==> src/rtl/board_gen_master_pkg.sv <==
// rtl/board_gen_master_pkg.sv - shared types and helpers for the board generator
package board_gen_master_pkg;

    localparam int MAX_BOARD = 16;

    typedef struct packed {
        logic       mine;
        logic       revealed;
        logic       flagged;
        logic       rsvd;
        logic [3:0] count;
    } field_t;

    typedef enum logic [2:0] {
        ST_IDLE,
        ST_CLEAR,
        ST_PLACE,
        ST_COUNT,
        ST_FIN
    } gen_state_t;

    function automatic logic [7:0] cell_adr(input logic [3:0] row, input logic [3:0] col);
        return {row, col};
    endfunction

    function automatic field_t count_field(input logic [3:0] n);
        field_t f;
        f       = '0;
        f.count = n;
        return f;
    endfunction

    function automatic field_t mine_field();
        field_t f;
        f      = '0;
        f.mine = 1'b1;
        return f;
    endfunction

endpackage

==> src/rtl/wishbone_if.sv <==
// rtl/wishbone_if.sv - classic wishbone link between board generator and board memory
interface wishbone_if;
    logic        cyc_o;
    logic        stb_o;
    logic        we_o;
    logic [7:0]  adr_o;
    logic [15:0] dat_o;
    logic [15:0] dat_i;
    logic        ack_i;
    logic        stall_i;

    modport master (
        output cyc_o, stb_o, we_o, adr_o, dat_o,
        input  dat_i, ack_i, stall_i
    );

    modport slave (
        input  cyc_o, stb_o, we_o, adr_o, dat_o,
        output dat_i, ack_i, stall_i
    );
endinterface

==> src/rtl/board_gen_master_lfsr.sv <==
// rtl/board_gen_master_lfsr.sv - 16-bit Fibonacci LFSR, x^16+x^14+x^13+x^11+1
module board_lfsr16 #(
    parameter logic [15:0] RESET_VALUE = 16'hACE1
) (
    input  logic        clk,
    input  logic        rst,
    input  logic        load,
    input  logic [15:0] seed,
    input  logic        en,
    output logic [15:0] state
);

    always_ff @(posedge clk) begin
        if (rst) begin
            state <= RESET_VALUE;
        end else if (load) begin
            state <= seed;
        end else if (en) begin
            state <= {state[14:0], state[15] ^ state[13] ^ state[12] ^ state[10]};
        end
    end

endmodule

==> src/rtl/board_gen_master.sv <==
// rtl/board_gen_master.sv - wishbone initiator that clears, mines and numbers a board
module board_gen_master
    import board_gen_master_pkg::*;
#(
    parameter int          BOARD_SIZE = 16,
    parameter int          MINE_COUNT = 40,
    parameter logic [15:0] LFSR_SEED  = 16'hACE1
) (
    input  logic        clk,
    input  logic        rst,
    input  logic        start,
    input  logic [15:0] seed_i,
    input  logic [3:0]  safe_row,
    input  logic [3:0]  safe_col,
    output logic        busy,
    output logic        done,
    wishbone_if.master  master
);

    localparam logic [4:0] BS    = 5'(BOARD_SIZE > MAX_BOARD ? MAX_BOARD : BOARD_SIZE);
    localparam logic [3:0] LAST  = 4'(BOARD_SIZE - 1);
    localparam logic [8:0] MINES = 9'(MINE_COUNT);

    gen_state_t  state, state_n;
    logic        cyc, cyc_n, gap, gap_n, we, we_n, wr_pend, wr_pend_n;
    logic [7:0]  adr, adr_n;
    field_t      wdat, wdat_n, rd;
    logic [3:0]  row, row_n, col, col_n, srow, srow_n, scol, scol_n;
    logic [3:0]  nb, nb_n, cnt, cnt_n;
    logic [8:0]  mines, mines_n;
    logic        lfsr_load, lfsr_en;
    logic [15:0] lfsr;
    logic [2:0]  k;
    logic [4:0]  dr, dc, nr, nc;
    logic        n_inb, cand_ok, last_cell;
    logic [3:0]  row_adv, col_adv;
    logic        unused_bits;

    board_lfsr16 #(.RESET_VALUE(LFSR_SEED)) u_lfsr (
        .clk   (clk),
        .rst   (rst),
        .load  (lfsr_load),
        .seed  ((seed_i == 16'h0000) ? LFSR_SEED : seed_i),
        .en    (lfsr_en),
        .state (lfsr)
    );

    assign master.cyc_o = cyc;
    assign master.stb_o = cyc;
    assign master.we_o  = we;
    assign master.adr_o = adr;
    assign master.dat_o = {8'h00, wdat};
    assign busy = (state != ST_IDLE) && (state != ST_FIN);
    assign done = (state == ST_FIN);

    assign rd          = field_t'(master.dat_i[7:0]);
    assign unused_bits = ^{master.dat_i[15:8], master.stall_i, lfsr[15:8],
                           rd.revealed, rd.flagged, rd.rsvd, rd.count};

    assign last_cell = (row == LAST) && (col == LAST);
    assign col_adv   = (col == LAST) ? 4'd0 : col + 4'd1;
    assign row_adv   = (col == LAST) ? row + 4'd1 : row;
    assign cand_ok   = ({1'b0, lfsr[7:4]} < BS) && ({1'b0, lfsr[3:0]} < BS) &&
                       !((lfsr[7:4] == srow) && (lfsr[3:0] == scol));

    // Neighbour index nb=1..8 walks NW,N,NE,W,E,SW,S,SE; 5-bit sums expose -1 and BS as out of range.
    always_comb begin
        k  = nb[2:0] - 3'd1;
        dr = (k < 3'd3) ? 5'h1f : ((k < 3'd5) ? 5'h00 : 5'h01);
        if (k == 3'd0 || k == 3'd3 || k == 3'd5) begin
            dc = 5'h1f;
        end else if (k == 3'd1 || k == 3'd6) begin
            dc = 5'h00;
        end else begin
            dc = 5'h01;
        end
        nr    = {1'b0, row} + dr;
        nc    = {1'b0, col} + dc;
        n_inb = (nr < BS) && (nc < BS);
    end

    always_comb begin
        state_n   = state;
        cyc_n     = cyc;
        gap_n     = gap;
        we_n      = we;
        adr_n     = adr;
        wdat_n    = wdat;
        wr_pend_n = wr_pend;
        row_n     = row;
        col_n     = col;
        srow_n    = srow;
        scol_n    = scol;
        nb_n      = nb;
        cnt_n     = cnt;
        mines_n   = mines;
        lfsr_load = 1'b0;
        lfsr_en   = 1'b0;
        case (state)
            ST_IDLE: begin
                if (start) begin
                    srow_n    = safe_row;
                    scol_n    = safe_col;
                    lfsr_load = 1'b1;
                    row_n     = 4'd0;
                    col_n     = 4'd0;
                    nb_n      = 4'd0;
                    cnt_n     = 4'd0;
                    mines_n   = 9'd0;
                    wr_pend_n = 1'b0;
                    gap_n     = 1'b0;
                    state_n   = ST_CLEAR;
                end
            end
            ST_FIN: state_n = ST_IDLE;
            default: begin
                if (cyc) begin
                    if (master.ack_i) begin
                        cyc_n = 1'b0;
                        gap_n = 1'b1;
                        case (state)
                            ST_CLEAR: begin
                                if (last_cell) begin
                                    state_n = ST_PLACE;
                                end else begin
                                    row_n = row_adv;
                                    col_n = col_adv;
                                end
                            end
                            ST_PLACE: begin
                                if (we) begin
                                    mines_n   = mines + 9'd1;
                                    wr_pend_n = 1'b0;
                                end else if (!rd.mine) begin
                                    wr_pend_n = 1'b1;
                                end
                            end
                            default: begin
                                if (nb == 4'd0 && !rd.mine) begin
                                    nb_n  = 4'd1;
                                    cnt_n = 4'd0;
                                end else if (nb == 4'd0 || nb == 4'd9) begin
                                    nb_n = 4'd0;
                                    if (last_cell) begin
                                        state_n = ST_FIN;
                                    end else begin
                                        row_n = row_adv;
                                        col_n = col_adv;
                                    end
                                end else begin
                                    cnt_n = cnt + {3'b000, rd.mine};
                                    nb_n  = nb + 4'd1;
                                end
                            end
                        endcase
                    end
                end else if (gap) begin
                    gap_n = 1'b0;
                end else begin
                    case (state)
                        ST_CLEAR: begin
                            cyc_n  = 1'b1;
                            we_n   = 1'b1;
                            adr_n  = cell_adr(row, col);
                            wdat_n = '0;
                        end
                        ST_PLACE: begin
                            if (wr_pend) begin
                                cyc_n  = 1'b1;
                                we_n   = 1'b1;
                                wdat_n = mine_field();
                            end else if (mines == MINES) begin
                                state_n = ST_COUNT;
                                row_n   = 4'd0;
                                col_n   = 4'd0;
                                nb_n    = 4'd0;
                            end else begin
                                lfsr_en = 1'b1;
                                if (cand_ok) begin
                                    cyc_n = 1'b1;
                                    we_n  = 1'b0;
                                    adr_n = lfsr[7:0];
                                end
                            end
                        end
                        default: begin
                            if (nb == 4'd0) begin
                                cyc_n = 1'b1;
                                we_n  = 1'b0;
                                adr_n = cell_adr(row, col);
                            end else if (nb == 4'd9) begin
                                cyc_n  = 1'b1;
                                we_n   = 1'b1;
                                adr_n  = cell_adr(row, col);
                                wdat_n = count_field(cnt);
                            end else if (n_inb) begin
                                cyc_n = 1'b1;
                                we_n  = 1'b0;
                                adr_n = cell_adr(nr[3:0], nc[3:0]);
                            end else begin
                                nb_n = nb + 4'd1;
                            end
                        end
                    endcase
                end
            end
        endcase
    end

    always_ff @(posedge clk) begin
        if (rst) begin
            state   <= ST_IDLE;
            cyc     <= 1'b0;
            gap     <= 1'b0;
            we      <= 1'b0;
            adr     <= 8'h00;
            wdat    <= '0;
            wr_pend <= 1'b0;
            row     <= 4'd0;
            col     <= 4'd0;
            srow    <= 4'd0;
            scol    <= 4'd0;
            nb      <= 4'd0;
            cnt     <= 4'd0;
            mines   <= 9'd0;
        end else begin
            state   <= state_n;
            cyc     <= cyc_n;
            gap     <= gap_n;
            we      <= we_n;
            adr     <= adr_n;
            wdat    <= wdat_n;
            wr_pend <= wr_pend_n;
            row     <= row_n;
            col     <= col_n;
            srow    <= srow_n;
            scol    <= scol_n;
            nb      <= nb_n;
            cnt     <= cnt_n;
            mines   <= mines_n;
        end
    end

endmodule
==> src/flat_wrapper.sv <==
// flat-port wrapper written by rule: the top's interface ports become plain ports
module board_gen_master_flat import board_gen_master_pkg::*;
#(
    parameter int          BOARD_SIZE = 16,
    parameter int          MINE_COUNT = 40,
    parameter logic [15:0] LFSR_SEED  = 16'hACE1
)
  (clk, rst, start, seed_i, safe_row, safe_col, busy, done, master_cyc_o, master_stb_o, master_we_o, master_adr_o, master_dat_o, master_dat_i, master_ack_i, master_stall_i);
  wishbone_if master_i ();
  input  logic clk;
  input  logic rst;
  input  logic start;
  input  logic [15:0] seed_i;
  input  logic [3:0] safe_row;
  input  logic [3:0] safe_col;
  output logic busy;
  output logic done;
  output wire logic [$bits(master_i.cyc_o)-1:0] master_cyc_o;
  output wire logic [$bits(master_i.stb_o)-1:0] master_stb_o;
  output wire logic [$bits(master_i.we_o)-1:0] master_we_o;
  output wire logic [$bits(master_i.adr_o)-1:0] master_adr_o;
  output wire logic [$bits(master_i.dat_o)-1:0] master_dat_o;
  input wire logic [$bits(master_i.dat_i)-1:0] master_dat_i;
  input wire logic [$bits(master_i.ack_i)-1:0] master_ack_i;
  input wire logic [$bits(master_i.stall_i)-1:0] master_stall_i;
  assign master_cyc_o = master_i.cyc_o;
  assign master_stb_o = master_i.stb_o;
  assign master_we_o = master_i.we_o;
  assign master_adr_o = master_i.adr_o;
  assign master_dat_o = master_i.dat_o;
  assign master_i.dat_i = master_dat_i;
  assign master_i.ack_i = master_ack_i;
  assign master_i.stall_i = master_stall_i;
  board_gen_master #(.BOARD_SIZE(BOARD_SIZE), .MINE_COUNT(MINE_COUNT), .LFSR_SEED(LFSR_SEED)) u_core (.clk(clk), .rst(rst), .start(start), .seed_i(seed_i), .safe_row(safe_row), .safe_col(safe_col), .busy(busy), .done(done), .master(master_i));
endmodule
==> config.mk <==
export PLATFORM = sky130hd
export DESIGN_NAME = board_gen_master_flat
export DESIGN_NICKNAME = d
export VERILOG_FILES = /design/src/rtl/board_gen_master_pkg.sv /design/src/rtl/wishbone_if.sv /design/src/rtl/board_gen_master_lfsr.sv /design/src/rtl/board_gen_master.sv /design/src/flat_wrapper.sv
export SDC_FILE = /design/constraint.sdc
export NUM_CORES = 1
export LEC_CHECK = 0
export BUFFER_PORTS_ARGS = -buffer_cell sky130_fd_sc_hd__buf_4
export CAP_MARGIN = 20
export CORE_MARGIN = 2
export CORE_UTILIZATION = 35
export CTS_CLUSTER_SIZE = 10
export DETAILED_ROUTE_END_ITERATION = 12
export GPL_TIMING_DRIVEN = 0
export SLEW_MARGIN = 20
export SYNTH_ARGS = -nofsm -noshare
export SYNTH_HDL_FRONTEND = slang
export SYNTH_SLANG_ARGS = --single-unit
==> constraint.sdc <==
create_clock -name clk -period 9.05 [get_ports clk]
set_input_delay 1.3575 -clock clk [delete_from_list [all_inputs] [get_ports clk]]
set_output_delay 1.3575 -clock clk [all_outputs]
set_load 0.01 [all_outputs]
==> qor_table.md <==
| Stage | Parameter | This run |
|---|---|---|
| power | PD cells | 172 nW/um^2 |
| critical path | Type of the worst setup path | reg -> reg |
| sta | Final setup TNS | 0 ns |
| place | Number of cells in the design after placement | 700 |
| critical path | Critical Path AT | 4.10 ns |
| layout | Layout net count | 632 |
| critical path | Reg2Reg Depth | 14 |
| layout | Most common cell after layout, fill and taps aside | dfxtp_1 |
| clock network | Number of buffers inserted by post-CTS setup repair | 0 |
| place | Number of port buffers | 45 |
| layout | Ant diodes | 0 |
| logic synthesis | Warnings from Yosys | 0 |
| critical path | Depth of the critical timing path with buffers and inverters included | 14 |
| clock network | Number of clock sinks seen by CTS | 69 |
| sta | Ratio of final minimum period to clock period | 42.8% |
| route | Initial DRT Pass Iterations | 5 |
| global routing | Gr ovfl total | 0 |
| clock network | Count of hold-fix buffers inserted at cts | 0 |
| run | Number of max-cap violations | 0 |
| floorplan | Number of core rows | 40 |
| logic synthesis | Count of flip-flops with a built-in enable after synthesis | 0 |
| global routing | Via count of the first global-routing pass | 3793 |
| floorplan | Floorplan die height | 114 um |
| power | Worst vdd ir | 0.129 mV |
| sta | Slew at the pin with the worst max-slew slack | 0.846 ns |
| critical path | Biggest fanout along the worst timing path | 8 |
| sta | Peak Freq | 258 MHz |
| sta | Fin Clk Skew | 0.00695 ns |
| sta | Tmin final | 3.87 ns |
| route | DRC violation total after the first TritonRoute iteration | 273 |
| critical path | Critical path cell sequence | inv_1 > ha_1 > xor2_4 > mux2i_4 > nand2_1 > ha_1 > inv_1 > fa_1 > nor2b_1 > o21ai_0 > a21o_4 > a21oi_2 > o211ai_2 > mux2_2 |
| floorplan | Die footprint | 13100 sq um |
| critical path | Worst path bufs/invs | 2 |
| logic synthesis | Average cell area after synthesis | 8.56 sq um |
| clock network | Worst-skew pair later-pin latency | 0.34 ns |
| sta | Setup repair after global routing missed its margin | false |
| min path | Path category of the worst min-delay check | reg -> reg |
| sta | Final hold violation count | 0 |
| logic synthesis | Register bit total from synthesis | 69 |
| logic synthesis | Synthesized netlist cell count | 498 |
| route | Total vias in the final route | 3933 |
| logic synthesis | Netlist area before placement | 4260 sq um |
| critical path | Nature of the critical path endpoint | flop |
| critical path | Data required time of the worst path | 9.27 ns |
| layout | Post-layout util | 42.8% |
| route | Vias per std cell | 5.49 |
| floorplan | Die Span X | 114 um |
| floorplan | Placeable core region | 12000 sq um |
| route | Total wire length | 11500 um |
| layout | Commonest cells after routing, fill and taps aside | 69 x dfxtp_1, 59 x buf_4, 53 x nand2_1, 51 x nor2_1, 36 x a21oi_1 |
| critical path | Cell family with the largest share of critical-path delay | compound AO/OA/AOI/OAI gates |
| global routing | Overall track demand over capacity in global routing | 18.3% |
| place | Placement Cell Area | 4820 sq um |
| route | Number of nets still failing antenna checks after routing | 0 |
| min path | Hold Path Depth | 2 |
| route | Post-DR wirelength/cell | 16.1 um |
| layout | Design area | 5110 sq um |
| global routing | Number of antenna violations at the first check in global routing | 0 |
| critical path | Crit path launch type | flop |
| critical path | Biggest cell delay along the critical path | 0.47 ns |
| route | Total DRC errors in the routed layout | 0 |
| clock network | Maximum count of clock buffers along a single path | 2 |
| floorplan | Starting utilization of the core area | 35.6% |
| clock network | Clock buffer count from CTS | 9 |
| logic synthesis | Post-synth cell types | 69 |
| logic synthesis | Dominant register cell in the synthesized netlist | dfxtp_1 |
| place | Total half-perimeter wirelength after legalization and detailed placement | 8580 um |
| floorplan | I/O pins | 74 |
| critical path | Crit path max-delay cell type | dfxtp_1 |
| sta | Max transition margin | 43.4% |
| logic synthesis | Async set-or-reset flop fraction in the synthesized netlist | 0% |
| global routing | Global-route wire length before repair | 18900 um |
| layout | Post-synthesis to final-layout area growth | 20.0% |
| sta | Max Slew Vio Count | 0 |
| clock network | Clock H-tree levels | 3 |
| status | Run status | finished, final reports clean |
| place | Routability cong. | 0.873 |
| place | Worst slack at placement | 5.17 ns |
| sta | Final count of negative-setup-slack endpoints | 0 |
| clock network | Post-CTS sizing | 0 |
| global routing | Pin count of the biggest net entering global routing | 12 |
| logic synthesis | Share of the yosys chip area belonging to registers | 32.4% |
| layout | Filler Cells Inserted | 1203 |
| clock network | Cell at the root of the clock tree | clkbuf_16 |
| layout | Proportion of layout cells with a drive suffix above 1 | 19.5% |
| clock network | Clock slew seen by the registers of the worst setup and hold paths | 0.06 ns |
| clock network | TritonCTS clock tree | built |
| power | Standby leakage power | 2.13 nW |
| sta | Final worst slack | 5.18 ns |
| layout | Cell Count, Final, Fillers Out | 716 |
## layer usage
metal | up-vias | global-route usage [%] | wire, um
met5 | - | 0 | 0
met1 | 1872 | 23.8 | 5260
met2 | 137 | 29.5 | 5300
met3 | 21 | 4.18 | 698
li1 | 1903 | - | -
met4 | 0 | 6.99 | 245
## metrics by stage
step | hold slack, ns | total power [mW]
2_1_floorplan | 0.449 | 0.478
3_3_place_gp | 0.451 | 0.533
3_5_place_dp | 0.453 | 0.537
4_1_cts | 0.461 | 0.885
5_1_grt | 0.478 | 0.922
6_report | 0.456 | 0.881
## worst paths after layout
| check | from | end | slack [ns] |
|---|---|---|---|
| min | u_core.master.dat_o[3] | u_core.master.dat_o[3] | 0.46 |
| max | u_core.nb[0] | u_core.master.adr_o[1] | 5.18 |
| min reg2reg | u_core.master.dat_o[3] | u_core.master.dat_o[3] | 0.46 |
| max reg2reg | u_core.nb[0] | u_core.master.adr_o[1] | 5.18 |
## cell usage after synthesis, types with 4 or more instances
library cell,instances,area share (%)
buf_2,6,0.70
or3_1,6,0.88
nand3_1,11,1.3
clkbuf_1,9,0.79
a21o_1,4,0.70
xnor2_1,15,3.1
a222oi_1,8,1.9
nand2_1,53,4.7
o21ai_0,19,2.2
inv_1,15,1.3
o211ai_1,7,1.2
xor2_1,9,1.8
a211o_1,5,1.0
dfxtp_1,69,32
nor2_1,51,4.5
ha_1,21,6.2
a21oi_1,36,4.2
buf_4,14,2.5
mux2_2,8,2.1
nor3_1,6,0.70
mux2i_1,14,3.3
a211oi_1,9,1.6
o22ai_1,8,1.2
nand4_1,10,1.5
nor2b_1,13,1.9
nor4_1,5,0.73
## power breakdown
part | internal (mW) | total [mW] | switching (mW)
Clock | 0.213 | 0.346 | 0.133
Combinational | 0.0795 | 0.194 | 0.114
Sequential | 0.321 | 0.341 | 0.0200
Total | 0.614 | 0.881 | 0.267
## tightest hold or removal path, delay by kind of cell (launching register included)
family / cells / cell delay, ns
AOI/OAI and AO/OA: 1 / 0.05
and+or+nand+nor: 1 / 0.05
DFF: 1 / 0.31
## sequential cells by signal, indices dropped and copies added (netlist names), 3 cells and up
name,flops
u_core.cnt,4
u_core.master.adr_o,8
u_core.row,4
u_core.scol,4
u_core.nb,4
u_core.srow,4
u_core.master.dat_o,5
u_core.u_lfsr.state,16
u_core.state,3
u_core.mines,9
u_core.col,4
## cell type report
class | instances | area [sq um] | area share, %
clock buffers | 12 | 236 | 4.62
clock inverters | 4 | 48.8 | 0.954
multi-input cells | 390 | 2660 | 52.0
repair buffers | 45 | 338 | 6.61
plain buffers | 34 | 210 | 4.11
well taps | 147 | 184 | 3.60
flip-flops and latches | 69 | 1380 | 27.0
inverters | 15 | 56.3 | 1.10
## cell families after synthesis
group,count (synthesis),share of synthesized area (%)
multiplexers,24,6.28
flip-flops,69,32.4
AND/OR/NAND/NOR,186,22.3
buffers and inverters,49,6.25
other,1,0.0880
XOR/XNOR,26,5.96
adder cells (fa/ha/maj),25,7.57
AO/OA/AOI/OAI,118,19.1
(Power assumes the default switching activity.)
